## config.mk

```make
export PLATFORM = sky130hd
export DESIGN_NAME = crp16_alu_cmp_seq_flat
export DESIGN_NICKNAME = d
export VERILOG_FILES = /design/src/rtl/crp16_alu_cmp_seq_if.sv /design/src/rtl/crp16_alu_cmp_seq.sv /design/src/flat_wrapper.sv
export SDC_FILE = /design/constraint.sdc
export NUM_CORES = 1
export LEC_CHECK = 0
export CAP_MARGIN = 20
export CORE_ASPECT_RATIO = 0.6
export CORE_UTILIZATION = 43
export CTS_BUF_LIST = sky130_fd_sc_hd__clkbuf_16
export DETAILED_ROUTE_END_ITERATION = 12
export GPL_TIMING_DRIVEN = 0
export PLACE_DENSITY = 0.76
export SLEW_MARGIN = 10
export SYNTH_ARGS = -nofsm -noshare
export SYNTH_HDL_FRONTEND = slang
export SYNTH_SLANG_ARGS = --single-unit
```

## constraint.sdc

```tcl
create_clock -name clk_i -period 1.7 [get_ports clk_i]
set_input_delay 0.34 -clock clk_i [delete_from_list [all_inputs] [get_ports clk_i]]
set_output_delay 0.34 -clock clk_i [all_outputs]
set_load 0.02 [all_outputs]
```

## src/rtl/crp16_alu_cmp_seq_if.sv

```systemverilog
// Request/response bundle for the CRP16 multi-cycle set-compare unit.
// The requester uses the master modport and the compare unit uses the slave modport.
interface crp16_alu_cmp_seq_if #(
   parameter int WIDTH = 16
);
   logic             start;
   logic [1:0]       op;
   logic [WIDTH-1:0] x;
   logic [WIDTH-1:0] y;
   logic             busy;
   logic             done;
   logic [WIDTH-1:0] result;

   modport master (
      output start, op, x, y,
      input  busy, done, result
   );

   modport slave (
      input  start, op, x, y,
      output busy, done, result
   );
endinterface

```

## src/rtl/crp16_alu_cmp_seq.sv

```systemverilog
// CRP16 set-compare unit (SLTU/SLT/SEQ/SNE): evaluates x - y one CHUNK per cycle, LSB first,
// and returns the predicate zero-extended to WIDTH with a start/busy/done handshake.
module crp16_alu_cmp_seq #(
   parameter int WIDTH = 16,
   parameter int CHUNK = 4
) (
   input logic                clk_i,
   input logic                reset_i,
   crp16_alu_cmp_seq_if.slave bus
);
   localparam int N      = WIDTH / CHUNK;
   localparam int BEAT_W = (N > 1) ? $clog2(N) : 1;
   localparam logic [BEAT_W-1:0] LAST_BEAT = BEAT_W'(N - 1);

   localparam logic [1:0] OP_SLTU = 2'b00;
   localparam logic [1:0] OP_SLT  = 2'b01;
   localparam logic [1:0] OP_SEQ  = 2'b10;
   localparam logic [1:0] OP_SNE  = 2'b11;

   typedef enum logic [1:0] {
      S_IDLE = 2'd0,
      S_RUN  = 2'd1,
      S_DONE = 2'd2
   } state_e;

   generate
      if ((WIDTH % CHUNK) != 0 || CHUNK < 1 || CHUNK > WIDTH) begin : g_bad_param
         $error("crp16_alu_cmp_seq: CHUNK must divide WIDTH");
      end
   endgenerate

   state_e            state_q, state_d;
   logic [WIDTH-1:0]  x_q, x_d;
   logic [WIDTH-1:0]  y_q, y_d;
   logic [1:0]        op_q, op_d;
   logic              carry_q, carry_d;
   logic              neq_q, neq_d;
   logic [BEAT_W-1:0] beat_q, beat_d;
   logic [WIDTH-1:0]  result_q, result_d;

   logic [CHUNK-1:0]  xk_s;
   logic [CHUNK-1:0]  yk_s;
   logic [1:0]        top_s;
   logic              neq_next_s;
   logic              pred_s;

   // Operands are consumed from the bottom and shifted down, so the current chunk is always the low slice.
   // top_s keeps only the chunk carry-out and the difference MSB of this beat.
   always_comb begin
      xk_s       = x_q[CHUNK-1:0];
      yk_s       = y_q[CHUNK-1:0];
      top_s      = 2'(({1'b0, xk_s} + {1'b0, ~yk_s} + (CHUNK+1)'(carry_q)) >> (CHUNK - 1));
      neq_next_s = neq_q | (xk_s != yk_s);
   end

   // Predicate from the last beat; the signed form uses the sign bits to stay correct across overflow.
   always_comb begin
      pred_s = 1'b0;
      case (op_q)
         OP_SLTU: pred_s = ~top_s[1];
         OP_SLT:  pred_s = (xk_s[CHUNK-1] ^ yk_s[CHUNK-1]) ? xk_s[CHUNK-1] : top_s[0];
         OP_SEQ:  pred_s = ~neq_next_s;
         OP_SNE:  pred_s = neq_next_s;
         default: pred_s = 1'b0;
      endcase
   end

   // Next-state and datapath update; an accepted start in IDLE or DONE reloads everything.
   always_comb begin
      state_d  = state_q;
      x_d      = x_q;
      y_d      = y_q;
      op_d     = op_q;
      carry_d  = carry_q;
      neq_d    = neq_q;
      beat_d   = beat_q;
      result_d = result_q;
      case (state_q)
         S_IDLE, S_DONE: begin
            if (bus.start) begin
               state_d = S_RUN;
               x_d     = bus.x;
               y_d     = bus.y;
               op_d    = bus.op;
               carry_d = 1'b1;
               neq_d   = 1'b0;
               beat_d  = {BEAT_W{1'b0}};
            end else begin
               state_d = S_IDLE;
            end
         end
         S_RUN: begin
            x_d     = x_q >> CHUNK;
            y_d     = y_q >> CHUNK;
            carry_d = top_s[1];
            neq_d   = neq_next_s;
            beat_d  = beat_q + BEAT_W'(1);
            if (beat_q == LAST_BEAT) begin
               state_d  = S_DONE;
               result_d = WIDTH'(pred_s);
            end else begin
               state_d  = S_RUN;
            end
         end
         default: begin
            state_d = S_IDLE;
         end
      endcase
   end

   // State and datapath registers with synchronous reset.
   always_ff @(posedge clk_i) begin
      if (reset_i) begin
         state_q  <= S_IDLE;
         x_q      <= {WIDTH{1'b0}};
         y_q      <= {WIDTH{1'b0}};
         op_q     <= 2'b00;
         carry_q  <= 1'b0;
         neq_q    <= 1'b0;
         beat_q   <= {BEAT_W{1'b0}};
         result_q <= {WIDTH{1'b0}};
      end else begin
         state_q  <= state_d;
         x_q      <= x_d;
         y_q      <= y_d;
         op_q     <= op_d;
         carry_q  <= carry_d;
         neq_q    <= neq_d;
         beat_q   <= beat_d;
         result_q <= result_d;
      end
   end

   assign bus.busy   = (state_q == S_RUN);
   assign bus.done   = (state_q == S_DONE);
   assign bus.result = result_q;
endmodule

```

## src/flat_wrapper.sv

```systemverilog
// flat-port wrapper written by rule: the top's interface ports become plain ports
module crp16_alu_cmp_seq_flat 
#(
   parameter int WIDTH = 16,
   parameter int CHUNK = 4
)
  (clk_i, reset_i, bus_start, bus_op, bus_x, bus_y, bus_busy, bus_done, bus_result);
  crp16_alu_cmp_seq_if #(.WIDTH(WIDTH)) bus_i ();
  input logic clk_i;
  input logic reset_i;
  input wire logic [$bits(bus_i.start)-1:0] bus_start;
  input wire logic [$bits(bus_i.op)-1:0] bus_op;
  input wire logic [$bits(bus_i.x)-1:0] bus_x;
  input wire logic [$bits(bus_i.y)-1:0] bus_y;
  output wire logic [$bits(bus_i.busy)-1:0] bus_busy;
  output wire logic [$bits(bus_i.done)-1:0] bus_done;
  output wire logic [$bits(bus_i.result)-1:0] bus_result;
  assign bus_i.start = bus_start;
  assign bus_i.op = bus_op;
  assign bus_i.x = bus_x;
  assign bus_i.y = bus_y;
  assign bus_busy = bus_i.busy;
  assign bus_done = bus_i.done;
  assign bus_result = bus_i.result;
  crp16_alu_cmp_seq #(.WIDTH(WIDTH), .CHUNK(CHUNK)) u_core (.clk_i(clk_i), .reset_i(reset_i), .bus(bus_i));
endmodule
```

* Word-level counts from Yosys, hierarchy flattened
Cells that the tools add are included.
W data, S select, Z words.
** Cells by class
- $add $sub $neg :: 3
- Equality and inequality tests :: 8
- Mux-type cells :: 15
- Bitwise operators :: 5
- Reductions and logical operators :: 7
** Operator list (count)
- $pmux W16 S2 :: 2
- $mux W16 :: 2
- $eq A2 B2 Y1 const B :: 4
- $pmux W2 S2 :: 2
- $reduce_and A2 Y1 :: 3
- $add A4 B4 Y5 :: 1
- $add A5 B1 Y5 :: 1
- $eq A2 B1 Y1 const B :: 2
- $logic_not A2 Y1 :: 2
- $mux W1 :: 4
- $mux W2 :: 2
- $ne A4 B4 Y1 :: 1
- $not A4 Y4 :: 1
- $pmux W1 S2 :: 2
- $pmux W1 S4 :: 1
- $add A2 B1 Y2 const B :: 1
- $ne A2 B2 Y1 const B :: 1
- $not A1 Y1 :: 2
- $reduce_bool A2 Y1 :: 1
- $reduce_or A2 Y1 :: 1
- $or A1 B1 Y1 :: 1
- $xor A1 B1 Y1 :: 1
** Word-level totals
- Register bits after elaboration :: 41
- Bits of input ports :: 37
- Word-level logic and storage cells :: 46

* Depth between registers and ports, before layout
- Depth after elaboration :: 5
- Mapped depth :: 9
- Gate-level depth less buffers :: 9

* Least setup slack after synthesis
No wires, ideal clock.
- Kind :: reg-to-reg
- Start :: reg u_core.y_q[0]
- End :: reg u_core.result_q[0] (netlist: u_core.bus.result[0])
- Arrival :: 1.731 ns
- Required time :: 1.580 ns
- Path slack :: -0.151 ns
- Stages on the path, launching flop included :: 10
- Period minus slack after synthesis :: 1.851 ns
- Cell sequence :: dfxtp_1 > inv_1 > ha_1 > a21o_1 > a21o_1 > a21oi_1 > fa_1 > o21ai_0 > mux2i_1 > o31a_1
** On the way
- Longest elaborated chain between the ends :: 5
- Elaborated cells between the ends (all ways) :: 9
** RTL lines
- start, declared :: line crp16_alu_cmp_seq.sv:34 : logic [WIDTH-1:0] y_q, y_d;
- start signal, assigned :: line crp16_alu_cmp_seq.sv:116 : y_q <= {WIDTH{1'b0}};
- start signal, assigned :: line crp16_alu_cmp_seq.sv:125 : y_q <= y_d;
- $not A4 Y4 :: line crp16_alu_cmp_seq.sv:52 : top_s = 2'(({1'b0, xk_s} + {1'b0, ~yk_s} + (CHUNK+1)'(carry_q)) >> (CHUNK - 1));
- $add A4 B4 Y5 :: line crp16_alu_cmp_seq.sv:52
- $add A5 B1 Y5 :: line crp16_alu_cmp_seq.sv:52
- $mux W1 or $not A1 Y1 (tied branches) :: line crp16_alu_cmp_seq.sv:61, crp16_alu_cmp_seq.sv:60
- $pmux W1 S4 (*) :: line crp16_alu_cmp_seq.sv:59 : case (op_q)
- end signal, assigned :: line crp16_alu_cmp_seq.sv:121 : result_q <= {WIDTH{1'b0}};
- end signal, assigned :: line crp16_alu_cmp_seq.sv:130 : result_q <= result_d;
- end, declared :: line crp16_alu_cmp_seq.sv:39 : logic [WIDTH-1:0] result_q, result_d;
Mark *: on every way between the ends. The rest lies on a longest branch, timed or not.
A chain may end at the register's enable or synchronous reset.

* Worst setup path after layout
Same ends and word-level chain as after synthesis.

==> results_dict.tcl <==
set metrics [dict create \
    slew_headroom 0.627 \
    layout_commonest_cell "nor2_1" \
    numCtsBuffers 5 \
    setup-violations-final 1 \
    grt_max_degree 12 \
    antenna_found_initial 0 \
    syn_area_sq_um 1960 \
    p_per_area_nw_per_um2 956 \
    routed_wl_mm 4.63 \
    first_global_vias 1507 \
    grt_pass1_wl_mm 7.18 \
    worst_pin_slew_ps 560 \
    clock-sinks 41 \
    path_common_cell "a21o_1" \
    leakage_nw 1.14 \
    fp.dieW_microns 89.2 \
    gp_congestion 0.801 \
    layout_setup_ws_ps -157 \
    core_sq_um 4230 \
    ys_ff_latch 41 \
    cpMaxStageDelayCell "dfxtp_2" \
    status "complete, but fails checks" \
    final_area_sq_um 2650 \
    vias 1665 \
    pwr-share-clk 0.342 \
    diodes 0 \
    htree_num_levels 2 \
    viasPerCell 4.96 \
    max_stage_delay_ps 320 \
    synthCells 215 \
    ctsLongestPathBuffers 2 \
    final_cell_mix "47 x nor2_1, 40 x dfxtp_1, 37 x clkdlybuf4s50_1" \
    path_cells "inv_2, ha_4, a21o_1, a21o_1, a21oi_2, fa_2, o21ai_1, mux2i_1, o31a_1" \
    die_y_microns 54.3 \
    p_comb_frac 0.227 \
    cp-end-kind "flop" \
    worst_setup_path_start_kind "flop" \
    numPortBuffers 38 \
    fin_tns_setup_ps -157 \
    vdd_drop_max_v 0.000681 \
    syn_to_final_growth_pct 35.1 \
    drive_gt1_frac 0.149 \
    failed_checks "setup timing" \
    crit_type "flop to flop" \
    first_iter_violations 65 \
    p_sw_frac 0.267 \
    ios 55 \
    fin_crit_sh 1.09 \
    hold_violations 0 \
    first_pass_iters 4 \
    yosysWarnings 0 \
    period_needed_ps 1860 \
    rsz0062_at_grt "true" \
    cts_root_buf "clkbuf_16" \
    cts_tree "done" \
    worstPathRequired_ps 1870 \
    drc 0 \
    avgSynthCellArea_sq_um 9.12 \
    crit_arrival_ps 2020 \
    clk_latency_ps 280 \
    pwr-share-seq 0.431 \
    initial_core_util 0.463 \
    fin_skew_ps 2.42 \
    dp_hpwl_mm 3.33 \
    clk_pin_slew_ps 50 \
    drv_slew 0 \
    num_rows 18 \
    dieArea_sq_um 4840 \
    wire_per_inst_microns 13.8 \
    ant_nets 0 \
    fin_nets 319 \
    placed_cell_area_sq_um 2490 \
    synth_cell_types 30 \
    cap_violations 0 \
    switchingPower_uw 676 \
    grtUsageTotal 0.206 \
    hold_class "input port to flop" \
    fmax_mhz 539 \
    worstPathMaxFanout 2 \
    synth-seq-area-share 0.419 \
    overflow 0 \
    preCtsSetupSlack_ps -172 \
    p_int_mw 1.86 \
]
-- layout make-up --
type,instances,area [sq um]
Clock inverter,2,7.51
Tap cell,60,75.1
Timing Repair Buffer,40,397
Multi-Input combinational cell,152,992
Clock buffer,5,125
Fill cell,349,1590
Inverter,5,18.8
Buffer,31,211
Sequential cell,41,822
-- metrics by stage --
step | utilization | std cells | hold WS (ps) | power [mW]
global placement | 0.588 | 327 | 481 | 1.65
floorplan | - | 229 | 466 | 1.48
detailed placement | 0.588 | 327 | 488 | 1.66
global route | 0.626 | 336 | 500 | 2.65
CTS | 0.622 | 335 | 441 | 2.53
finish | 0.626 | 336 | 451 | 2.53
-- cell usage after synthesis --
master    instances  share of area
a211oi_1         24          0.092
a21o_1            2         0.0077
nor2_2            1         0.0032
nor2_1           47          0.090
ha_1              5          0.032
fa_1              1          0.010
inv_1             5         0.0096
mux2i_1          23           0.12
dfxtp_1          41           0.42
nor3b_1           1         0.0038
clkbuf_1          7          0.013
a21oi_1           4          0.010
nand4_1           1         0.0032
buf_2             5          0.013
conb_1            1         0.0019
nor3_1            7          0.018
nor2b_1           2         0.0064
nand3_1           1         0.0026
a221o_1           1         0.0051
nand2_1           1         0.0019
and3_1            2         0.0064
o31a_1            1         0.0045
buf_6             1         0.0057
buf_4            17          0.065
o21ai_0           1         0.0026
a22oi_1           9          0.034
nor4_2            1         0.0064
nand2b_1          1         0.0032
and3b_1           1         0.0045
buf_8             1         0.0077
-- per-layer routing --
metal,track usage,share of wire
met1,0.282,0.51
met2,0.330,0.43
met3,0.0498,0.053
met4,0.0556,0.0093
met5,0,0
-- repair_timing --
action	in CTS	in global routing
pin swaps	1	2
buffers inserted	1	1
endpoints found under the setup margin	2	3
gates resized for setup	4	3
hold buffers	0	0
-- path summary, 6_finish.rpt --
| kind | start | to | slack [ps] | depth (start not counted) |
|---|---|---|---|---|
| hold reg to reg | u_core.x_q[9] | u_core.x_q[5] | 490 | 2 |
| hold / removal | reset_i | u_core.bus.result[0] | 450 | 3 |
| setup reg to reg | u_core.y_q[0] | u_core.bus.result[0] | -160 | 9 |
| setup / recovery | u_core.y_q[0] | u_core.bus.result[0] | -160 | 9 |
-- sequential cells by signal, indices dropped and copies added, names as in the netlist --
register and cells:
u_core.x_q 16, u_core.y_q 16, u_core.beat_q 2, u_core.op_q 2, u_core.state_q 2, u_core.bus.result 1
u_core.carry_q 1, u_core.neq_q 1
-- worst max-delay path: cells and delay by family (launching register included) --
kind                       cells  cell delay, ps
DFF                            1             320
buffers and inverters          1              40
adders and majority gates      2             570
AOI/OAI and AO/OA              5             710
muxes                          1              90
-- cells by family after synthesis --
group,after synthesis,share of synthesized area
DFF,41,0.419
other,1,0.00191
and+or+nand+nor,66,0.149
buffers and inverters,36,0.114
adders and majority gates,6,0.0421
AOI/OAI and AO/OA,42,0.156
muxes,23,0.117
-- power groups by stage --
stage	clock network (mW)	registers [mW]	logic, mW
6_report	0.866	1.09	0.574
4_1_cts	0.880	1.09	0.560
2_1_floorplan	0	1.10	0.385
3_5_place_dp	0	1.11	0.550
5_1_grt	0.918	1.10	0.630
3_3_place_gp	0	1.11	0.541
(Power assumes the default switching activity.)
